`src/rtl/bcd_stopwatch.sv`:
```
// SS.hh stopwatch in BCD: debounced start/stop and clear buttons, counted off
// the display's ce1ms strobe, feeding the 4-digit display as {S1,S0,H1,H0}.
module bcd_stopwatch #(
   parameter int DEB_MS = 20,
   parameter int TICKS  = 10,
   parameter int SAT    = 0
) (
   input  logic        clk,
   input  logic        rst_n,
   input  logic        ce1ms,
   input  logic        btn_start,
   input  logic        btn_clr,
   output logic [15:0] dat,
   output logic [1:0]  ptr,
   output logic        running,
   output logic        ovf
);

   localparam int DW = $clog2(DEB_MS + 1);
   localparam int PW = (TICKS > 1) ? $clog2(TICKS) : 1;
   localparam logic [DW-1:0] DEB_LAST = DW'(DEB_MS - 1);
   localparam logic [PW-1:0] PRE_LAST = PW'(TICKS - 1);

   typedef enum logic [1:0] {IDLE, RUN, HOLD} state_t;

   // Button vectors: bit 0 = start, bit 1 = clear.
   logic [1:0]    sync1_q, sync1_d;
   logic [1:0]    sync2_q, sync2_d;
   logic [1:0]    acc_q, acc_d;
   logic [1:0]    press_q, press_d;
   logic [DW-1:0] cnt_q [2];
   logic [DW-1:0] cnt_d [2];

   state_t        state_q, state_d;
   logic [PW-1:0] pre_q, pre_d;
   logic [15:0]   dat_q, dat_d;
   logic          running_q, running_d;
   logic          ovf_q, ovf_d;
   logic [1:0]    ptr_q;
   logic [16:0]   inc;

   // Returns {carry out of the top decade, incremented BCD word}.
   function automatic logic [16:0] bcd_inc(input logic [15:0] v);
      logic [15:0] r;
      logic        c;
      r = v;
      c = 1'b1;
      for (int i = 0; i < 4; i++) begin
         if (c) begin
            if (v[4*i +: 4] == 4'd9) begin
               r[4*i +: 4] = 4'd0;
            end else begin
               r[4*i +: 4] = v[4*i +: 4] + 4'd1;
               c = 1'b0;
            end
         end
      end
      return {c, r};
   endfunction

   assign inc = bcd_inc(dat_q);

   always_comb begin
      sync1_d = {btn_clr, btn_start};
      sync2_d = sync1_q;
      acc_d   = acc_q;
      press_d = '0;
      cnt_d   = cnt_q;
      if (ce1ms) begin
         for (int i = 0; i < 2; i++) begin
            if (sync2_q[i] != acc_q[i]) begin
               if (cnt_q[i] == DEB_LAST) begin
                  acc_d[i]   = sync2_q[i];
                  press_d[i] = sync2_q[i];
                  cnt_d[i]   = '0;
               end else begin
                  cnt_d[i] = cnt_q[i] + DW'(1);
               end
            end else begin
               cnt_d[i] = '0;
            end
         end
      end
   end

   always_comb begin
      state_d = state_q;
      pre_d   = pre_q;
      dat_d   = dat_q;
      ovf_d   = ovf_q;
      case (state_q)
         IDLE: if (press_q[0] && !press_q[1]) state_d = RUN;
         RUN:  if (press_q[0]) state_d = HOLD;
         HOLD: begin
            if (press_q[1]) begin
               state_d = IDLE;
            end else if (press_q[0] && !(SAT != 0 && dat_q == 16'h9999)) begin
               state_d = RUN;
            end
         end
         default: state_d = IDLE;
      endcase
      if (state_q == RUN && ce1ms) begin
         if (pre_q == PRE_LAST) begin
            pre_d = '0;
            if (inc[16]) begin
               ovf_d = 1'b1;
               if (SAT != 0) begin
                  dat_d   = 16'h9999;
                  state_d = HOLD;
               end else begin
                  dat_d = inc[15:0];
               end
            end else begin
               dat_d = inc[15:0];
            end
         end else begin
            pre_d = pre_q + PW'(1);
         end
      end
      // Any entry into IDLE (or staying there) forces a clean count.
      if (state_d == IDLE) begin
         dat_d = '0;
         pre_d = '0;
         ovf_d = 1'b0;
      end
      running_d = (state_d == RUN);
   end

   always_ff @(posedge clk or negedge rst_n) begin
      if (!rst_n) begin
         sync1_q   <= '0;
         sync2_q   <= '0;
         acc_q     <= '0;
         press_q   <= '0;
         cnt_q[0]  <= '0;
         cnt_q[1]  <= '0;
         state_q   <= IDLE;
         pre_q     <= '0;
         dat_q     <= '0;
         running_q <= 1'b0;
         ovf_q     <= 1'b0;
         ptr_q     <= 2'd2;
      end else begin
         sync1_q   <= sync1_d;
         sync2_q   <= sync2_d;
         acc_q     <= acc_d;
         press_q   <= press_d;
         cnt_q     <= cnt_d;
         state_q   <= state_d;
         pre_q     <= pre_d;
         dat_q     <= dat_d;
         running_q <= running_d;
         ovf_q     <= ovf_d;
         ptr_q     <= 2'd2;
      end
   end

   assign dat     = dat_q;
   assign ptr     = ptr_q;
   assign running = running_q;
   assign ovf     = ovf_q;

endmodule

```
`config.mk`:
```
export PLATFORM = sky130hd
export DESIGN_NAME = bcd_stopwatch
export DESIGN_NICKNAME = d
export VERILOG_FILES = /design/src/rtl/bcd_stopwatch.sv
export SDC_FILE = /design/constraint.sdc
export NUM_CORES = 1
export LEC_CHECK = 0
export CAP_MARGIN = 20
export CORE_MARGIN = 2
export CORE_UTILIZATION = 50
export CTS_BUF_LIST = sky130_fd_sc_hd__clkbuf_4
export CTS_CLUSTER_DIAMETER = 60
export DETAILED_ROUTE_END_ITERATION = 8
export GPL_TIMING_DRIVEN = 0
export PLACE_DENSITY = 0.74
export RECOVER_POWER = 50
export SLEW_MARGIN = 15
export SYNTH_ARGS = -nofsm -noshare
export SYNTH_HDL_FRONTEND = slang
export SYNTH_SLANG_ARGS = --single-unit
```
`constraint.sdc`:
```
create_clock -name clk -period 1.87 [get_ports clk]
set_input_delay 0.187 -clock clk [delete_from_list [all_inputs] [get_ports clk]]
set_output_delay 0.187 -clock clk [all_outputs]
set_load 0.01 [all_outputs]
```
======== Yosys cells after proc, flatten, opt, wreduce, memory -nomap -nowiden ========
Cells that the tools add are included.
operators by class
  $mul .................................... 0
  reductions and logical operators ........ 18
  magnitude comparators ................... 0
  shift operators ......................... 0
  equal/unequal tests ..................... 12
  mux-type cells .......................... 38
  add/sub/neg operators ................... 7
  div/mod/pow operators ................... 0
  bitwise gates (word level) .............. 0
operator list
  operator                                                         number
  16-bit two-way mux                                               3
  4-bit two-way mux                                                10
  4-bit by 1-bit adder with 4-bit output, second input constant    5
  4-bit == test, second input constant                             5
  5-bit two-way mux                                                4
  3-bit AND reduction                                              6
  1-bit two-way mux                                                15
  2-bit nonzero test                                               6
  5-bit by 1-bit adder with 5-bit output, second input constant    2
  5-bit == test, second input constant                             2
  2-bit two-way mux                                                5
  2-bit case mux with 3 select lines                               1
  2-bit by 1-bit == test with 1-bit output, second input constant  2
  2-bit logical NOT                                                2
  2-bit == test, second input constant                             1
  1-bit logical AND                                                2
  1-bit != test                                                    2
  2-bit AND reduction                                              1
  1-bit logical NOT                                                1
word-level totals
  memory bits (writable) .................. 0
  memories kept ........................... 0
  logic and storage cells ................. 90
  ROM bits ................................ 0
  bits in latches ......................... 0
  register bits after elaboration ......... 42
  input bits .............................. 5
  output and inout port bits .............. 20

======== Longest topological paths before layout ========
Gate-level depths: netlist of run 1.
  depth after elaboration ................. 9
  depth in mapped cells ................... 7
  gate-level depth less buffers ........... 6

======== Least setup slack after synthesis of run 1 ========
OpenSTA, ideal clock, no wires.
  path kind ............................... flip-flop to flip-flop
  start ................................... register dat_q[1], in the netlist dat[1]
  end ..................................... register dat_q[4], in the netlist dat[4]
  setup slack ............................. 0.139 ns
  required time ........................... 1.745 ns
  period minus slack after synthesis ...... 1.731 ns
  cell stages (with the launch flop) ...... 8
  setup time .............................. 0.125 ns
  path buffers ............................ 1
  arrival ................................. 1.607 ns
  path through ............................ dfrtp_1 > inv_1 > ha_1 > and3b_1 > clkbuf_1 > nand2_1 > a21oi_2 > mux2_2
on the way
  word-level cells in the longest chain between the ends .. 4
RTL lines
  item                                  line  source
  start: declaration                    36    logic [15:0] dat_q, dat_d;
  start signal: assignment              152   dat_q <= dat_d;
  4-bit == test                         50    if (v[4*i +: 4] == 4'd9) begin
  1-bit two-way mux                     50
  2-bit nonzero test (no source line)   -
  3-bit AND reduction (no source line)  -
No other way between the ends.
A chain may end at the register's enable or synchronous reset.

======== Worst setup path in the final report of run 1 ========
  start ................................... register pre_q[1]
  end ..................................... register dat_q[13], in the netlist dat[13]
on the way
  word-level cells in the longest chain between the ends .. 3
RTL lines
  item                                  line  source
  start: declaration                    35    logic [PW-1:0] pre_q, pre_d;
  start signal: assignment              151   pre_q <= pre_d;
  4-bit == test                         104   if (pre_q == PRE_LAST) begin
  2-bit nonzero test (no source line)   -
  3-bit AND reduction (no source line)  -
No other way between the ends.

==> results.json, run 1 <==
{
  "avgSynthCellArea_um2": 10.1,
  "port_buffers": 22,
  "cts_buffers": 5,
  "cp_data_required_time_ps": 2150,
  "ys_seq_area_share_pct": 46.6,
  "hold-worst-slack_ps": 359,
  "multi_input_area_um2": 1120,
  "rows": 24,
  "synth_edf_count": 0,
  "drtPass1Iterations": 5,
  "net-switching-power_mw": 0.711,
  "place_congestion": 0.823,
  "antenna_found_initial": 0,
  "critPathLaunchType": "flop",
  "slew_headroom_pct": 42.4,
  "yosysTopAreaCell": "dfrtp_1",
  "insertedDiodeCount": 0,
  "dpl_cell_area_um2": 2550,
  "synth_top_area_share_pct": 46.6,
  "synth_ff_type": "dfrtp_1",
  "syn_area_um2": 2250,
  "period_share_pct": 96.1,
  "grt_use_met2_pct": 30.5,
  "outcome": "finished, final reports clean",
  "swShare_pct": 33.3,
  "avgRoutedWirePerCell_um": 14.2,
  "grt_util_all_layers_pct": 18.6,
  "worstSetupStartpoint": "pre_q[1]",
  "reg2reg_from": "pre_q[1]",
  "netlist_instances": 223,
  "start_util_pct": 51.8,
  "clock_power_share_pct": 21.1,
  "skew_ps": 15.3,
  "fillers": 381,
  "dieArea_um2": 5060,
  "clock_latency_ps": 360,
  "ant_nets": 0,
  "synth_area_leaders": "dfrtp_1 (47%), ha_1 (6.7%), inv_1 (3.2%), o22ai_1 (3.1%), nand3_1 (2.9%)",
  "die-width_um": 71.2,
  "drive_gt1_share_pct": 12.5,
  "finalHoldViolations": 0,
  "final.min_clock_period_ps": 1800,
  "synth-seq-cells": 42,
  "cts_sinks": 42,
  "area.growth.synth_to_final_pct": 17.1,
  "drv_cap": 0,
  "num_vias": 1762,
  "dp_hpwl_um": 3190,
  "nets": 272,
  "crit_path_end_kind": "flop",
  "grt_pass1_wl_um": 7470,
  "root_buffer": "clkbuf_4",
  "fp.coreArea_um2": 4350,
  "cell_internal_pwr_mw": 1.42,
  "yosysWarnings": 0,
  "htree_levels": 2,
  "pin_count": 25,
  "max_freq_ghz": 0.556,
  "overflow": 0,
  "drc": 0,
  "synth.distinct_cells": 50,
  "grt_max_degree": 28,
  "hold_class": "flop to flop",
  "max-clock-path-buffers": 2,
  "p_leak_nw": 1.09,
  "cts_tree": "yes",
  "synthArstFlopShare_pct": 100,
  "power_frac_seq_pct": 50.4,
  "grt_pass1_vias": 1625,
  "first_iter_violations": 118,
  "use_met3_pct": 3.70,
  "cp_data_arrival_time_ps": 2070,
  "tightest_slew_ps": 865,
  "pwr-share-comb_pct": 28.6,
  "critPathKind": "flop to flop",
  "fp.dieH_um": 71.2,
  "maxSlewViolCount": 0,
  "crit_path_max_fanout": 5,
  "hp-start": "sync1_q[1]",
  "ir_worst_vdd_mv": 0.556,
  "gr-usage-met1_pct": 24.3,
  "rsz0062_at_grt": "yes",
  "final_area_um2": 2640,
  "seqCellArea_um2": 1050,
  "vias_per_cell": 5.74,
  "path_clk_slew_ps": 120,
  "gr-max-usage-layer": "met2",
  "synth.net_count": 240,
  "setup_violations": 0,
  "cellPowerDensity_nw_per_um2": 808,
  "drt_wl_total_um": 4370
}
logic make-up (layout without fill, tap and decap cells):
group / count (synthesis) / count (layout) / share of synthesized area [%]
flops: 42 / 42 / 46.6
buf+inv: 26 / 58 / 4.88
compound gates: 56 / 56 / 17.2
fa+ha+maj: 12 / 12 / 6.66
other cells: 2 / 2 / 0.333
xor+xnor: 7 / 7 / 2.72
mux: 7 / 7 / 3.33
simple gates: 71 / 71 / 18.3
Yosys cell counts, types with 2 or more instances:
cell type,count
dfrtp_1,42
inv_1,19
nand2_1,14
nand3_1,13
o21ai_0,13
ha_1,12
o22ai_1,11
a21oi_1,10
nand3b_1,5
nor2_1,5
nor3_1,5
nor3b_1,5
a31oi_1,4
and3b_1,4
mux2_2,4
or3_1,4
xnor2_1,4
buf_4,3
mux2i_1,3
nand2b_1,3
nand4_1,3
xor2_1,3
a21oi_2,2
clkbuf_1,2
conb_1,2
nor4_1,2
o211ai_1,2
o21a_1,2
state kept, by name (all words and copies together), names as in the netlist:
signal   cells
dat         16
running      1
sync1_q      2
pre_q        4
acc_q        2
state_q      2
press_q      2
ovf          1
sync2_q      2
cnt_q       10
layout by cell type, fill, tap and decap left out, types with 2 or more instances in the layout:
cell type and count:
a21oi_1 9, a21oi_2 2, a31oi_1 4, and3b_1 2, and3b_2 2, buf_4 6, clkbuf_1 2, clkbuf_4 7
clkdlybuf4s50_1 19, conb_1 2, dfrtp_1 42, dlygate4sd3_1 3, ha_1 12, inv_1 19, mux2_2 4, mux2i_1 3
nand2_1 14, nand2b_1 3, nand3_1 13, nand3b_1 5, nand4_1 3, nor2_1 5, nor3_1 4, nor3b_1 5
o211ai_1 2, o21a_1 2, o21ai_0 12, o21ai_1 2, o22ai_1 11, or3_1 4, xnor2_1 4, xor2_1 3
layout make-up:
class                           count  share of cell area (%)
Tap cell                           52                    2.46
Inverter                           19                    2.70
Sequential cell                    42                    39.8
Multi-Input combinational cell    155                    42.3
Clock buffer                        7                    1.99
Timing Repair Buffer               27                    9.52
Buffer                              5                    1.18
stage by stage:
step / utilization [%] / setup slack [ps] / power [mW] / std cells / setup TNS, ps
floorplan: - / 139 / 1.48 / 223 / 0
global placement: 58.3 / -511 / 1.65 / 297 / -21590
detailed placement: 58.7 / -52.7 / 1.66 / 298 / -190
CTS: 60.3 / 50.5 / 2.12 / 305 / 0
global route: 60.7 / -60.9 / 2.27 / 307 / -776
finish: 60.7 / 72.7 / 2.13 / 307 / 0
what timing repair did:
item	in CTS	in global routing
hold endpoints to repair	15	0
pin swaps	0	2
buffers inserted	0	3
hold buffers	1	0
gates resized for setup	2	5
cloned	0	0
setup endpoints to repair	5	10
power by group through the flow:
| stage | logic (mW) | registers (mW) | clock network (mW) |
|---|---|---|---|
| final | 0.610 | 1.07 | 0.450 |
| after global routing | 0.680 | 1.09 | 0.503 |
| after CTS | 0.588 | 1.07 | 0.460 |
| after detailed placement | 0.573 | 1.09 | 0 |
| after global placement | 0.557 | 1.09 | 0 |
| after floorplan | 0.390 | 1.09 | 0 |
worst max-delay path: stages, from the launching register on:
cell,delay (ps)
dfrtp_1,420
inv_1,80
ha_1,180
nand3b_1,260
a221oi_4,410
nand3_2,150
o32ai_2,220
metal layers:
layer	wire length, um	up-vias	share of wire [%]
li1	-	866	-
met1	2100	861	48
met2	2080	28	48
met3	127	7	2.9
met4	64	0	1.5
met5	0	-	0
worst paths after layout:
| path | to | slack (ps) | cells past startpoint |
|---|---|---|---|
| setup / recovery | dat[13] | 70 | 6 |
| min in group asynchronous | dat[14] | 440 | 2 |
| max in group asynchronous | dat[9] | 280 | 3 |
| setup reg to reg | dat[13] | 70 | 6 |
| hold reg to reg | sync2_q[1] | 360 | 0 |
| hold / removal | sync2_q[1] | 360 | 0 |
(Power assumes the default switching activity.)
==> run 2: changes to the inputs <==
--- a/config.mk
+++ b/config.mk
@@ -6,10 +6,9 @@
 export NUM_CORES = 1
 export LEC_CHECK = 0
 export CAP_MARGIN = 20
-export CORE_MARGIN = 2
 export CORE_UTILIZATION = 50
 export CTS_BUF_LIST = sky130_fd_sc_hd__clkbuf_4
-export CTS_CLUSTER_DIAMETER = 60
+export CTS_CLUSTER_DIAMETER = 80
 export DETAILED_ROUTE_END_ITERATION = 8
 export GPL_TIMING_DRIVEN = 0
 export PLACE_DENSITY = 0.74
==> results.json, run 2 (synthesized netlist as in run 1, its figures left out) <==
{
  "final_common_cell": "dfrtp_1",
  "fp.coreArea_um2": 4350,
  "overflow": 0,
  "avgRoutedWirePerCell_um": 13.9,
  "crit_path_end_kind": "flop",
  "worst_slack_ps": 92.6,
  "ant_nets": 0,
  "crit_chain": "inv_2 -> ha_4 -> nand3b_1 -> a221oi_4 -> nand3_2 -> o32ai_2",
  "critPathLaunchType": "flop",
  "antenna_found_initial": 0,
  "num_vias": 1745,
  "finalPower_mw": 2.10,
  "setup_violations": 0,
  "vias_per_cell": 5.70,
  "area.growth.synth_to_final_pct": 17.8,
  "start_util_pct": 51.8,
  "hold_class": "flop to flop",
  "critical-path-slowest-cell": "dfrtp_1",
  "final.min_clock_period_ps": 1780,
  "cp_data_arrival_time_ps": 2050,
  "drv_cap": 0,
  "max-clock-path-buffers": 2,
  "dieArea_um2": 4780,
  "largest_reg_flops": 16,
  "max_stage_delay_ps": 430,
  "grt_max_degree": 27,
  "grt_util_all_layers_pct": 19.6,
  "rsz0062_at_grt": "no",
  "cp_top_family": "compound AO/OA/AOI/OAI gates",
  "pin_count": 25,
  "htree_levels": 2,
  "pre_cts_ws_ps": -129,
  "tightest_slew_ps": 978,
  "cts_buffers": 5,
  "cp_data_required_time_ps": 2140,
  "ir_worst_vdd_mv": 0.633,
  "max_freq_ghz": 0.563,
  "drtPass1Iterations": 4,
  "p_leak_nw": 1.08,
  "cellPowerDensity_nw_per_um2": 793,
  "cp_num_buf_inv": 1,
  "root_buffer": "clkbuf_4",
  "die-width_um": 69.2,
  "dpl_cell_area_um2": 2550,
  "crit_path_max_fanout": 5,
  "slew_headroom_pct": 34.8,
  "clock_latency_ps": 350,
  "path_clk_slew_ps": 130,
  "drt_wl_total_um": 4270,
  "grt_pass1_wl_um": 7450,
  "fp.dieH_um": 69.2,
  "first_iter_violations": 42,
  "nets": 270,
  "rows": 24,
  "finalHoldViolations": 0,
  "cts_sinks": 42,
  "critPathKind": "flop to flop",
  "port_buffers": 22,
  "maxSlewViolCount": 0,
  "skew_ps": 20.0,
  "drive_gt1_share_pct": 12.6,
  "grt_pass1_vias": 1669,
  "outcome": "finished, final reports clean",
  "place_congestion": 0.820,
  "insertedDiodeCount": 0,
  "drc": 0,
  "dp_hpwl_um": 3210,
  "final_cell_mix": "dfrtp_1 (42), clkdlybuf4s50_1 (19), inv_1 (18)",
  "cts_tree": "yes",
  "period_share_pct": 95.0,
  "final_area_um2": 2660
}
run 2: per-stage QoR:
| step | hold WS (ps) | TNS (ps) | utilization [%] | std cells |
|---|---|---|---|---|
| 2_1_floorplan | -109 | 0 | - | 223 |
| 3_3_place_gp | 332 | -20940 | 58.3 | 297 |
| 3_5_place_dp | 146 | -365 | 58.7 | 298 |
| 4_1_cts | 274 | 0 | 60.1 | 306 |
| 5_1_grt | 367 | 0 | 61.0 | 306 |
| 6_report | 363 | 0 | 61.0 | 306 |
run 2: layer usage:
layer	part of all wire, %	up-vias	GRT usage [%]
met5	0	-	0
met4	1.7	0	8.39
met3	2.8	6	5.26
met2	49	26	33.0
met1	47	848	23.6
li1	-	865	-
run 2: final cells by class:
| class | count | area, um2 |
|---|---|---|
| plain buffers | 5 | 31.3 |
| clock buffers | 6 | 45.0 |
| clock inverters | 2 | 8.76 |
| fillers | 377 | 1700 |
| inverters | 19 | 71.3 |
| multi-input cells | 155 | 1130 |
| flip-flops and latches | 42 | 1050 |
| well taps | 52 | 65.1 |
| repair buffers | 25 | 251 |
run 2: worst reg2reg max path: stages (launching register included):
cell	delay (ps)
dfrtp_1	430
inv_2	80
ha_4	140
nand3b_1	250
a221oi_4	410
nand3_2	160
o32ai_2	220
run 2: final timing paths:
kind,depth (start not counted),to,slack [ps],startpoint
worst max register to register,6,dat[13],90,pre_q[1]
worst max-delay path,6,dat[13],90,pre_q[1]
worst min-delay path,0,sync2_q[1],360,sync1_q[1]
worst min register to register,0,sync2_q[1],360,sync1_q[1]
max in group asynchronous,3,dat[10],710,rst_n
min in group asynchronous,2,dat[6],490,rst_n
run 2: what timing repair did:
action,4_1_cts,5_1_grt
pin swaps,0,1
gates resized for setup,0,10
endpoints found under the setup margin,2,10
buffers inserted,0,1
hold buffers,1,0
hold endpoints to repair,16,0
run 2: power breakdown:
part           internal, mW  switching [mW]  total [mW]  leakage (nW)
Sequential            0.986          0.0944        1.08         0.571
Combinational         0.254           0.334       0.589         0.480
Clock                 0.156           0.280       0.436        0.0331
Total                  1.40           0.709        2.10          1.08
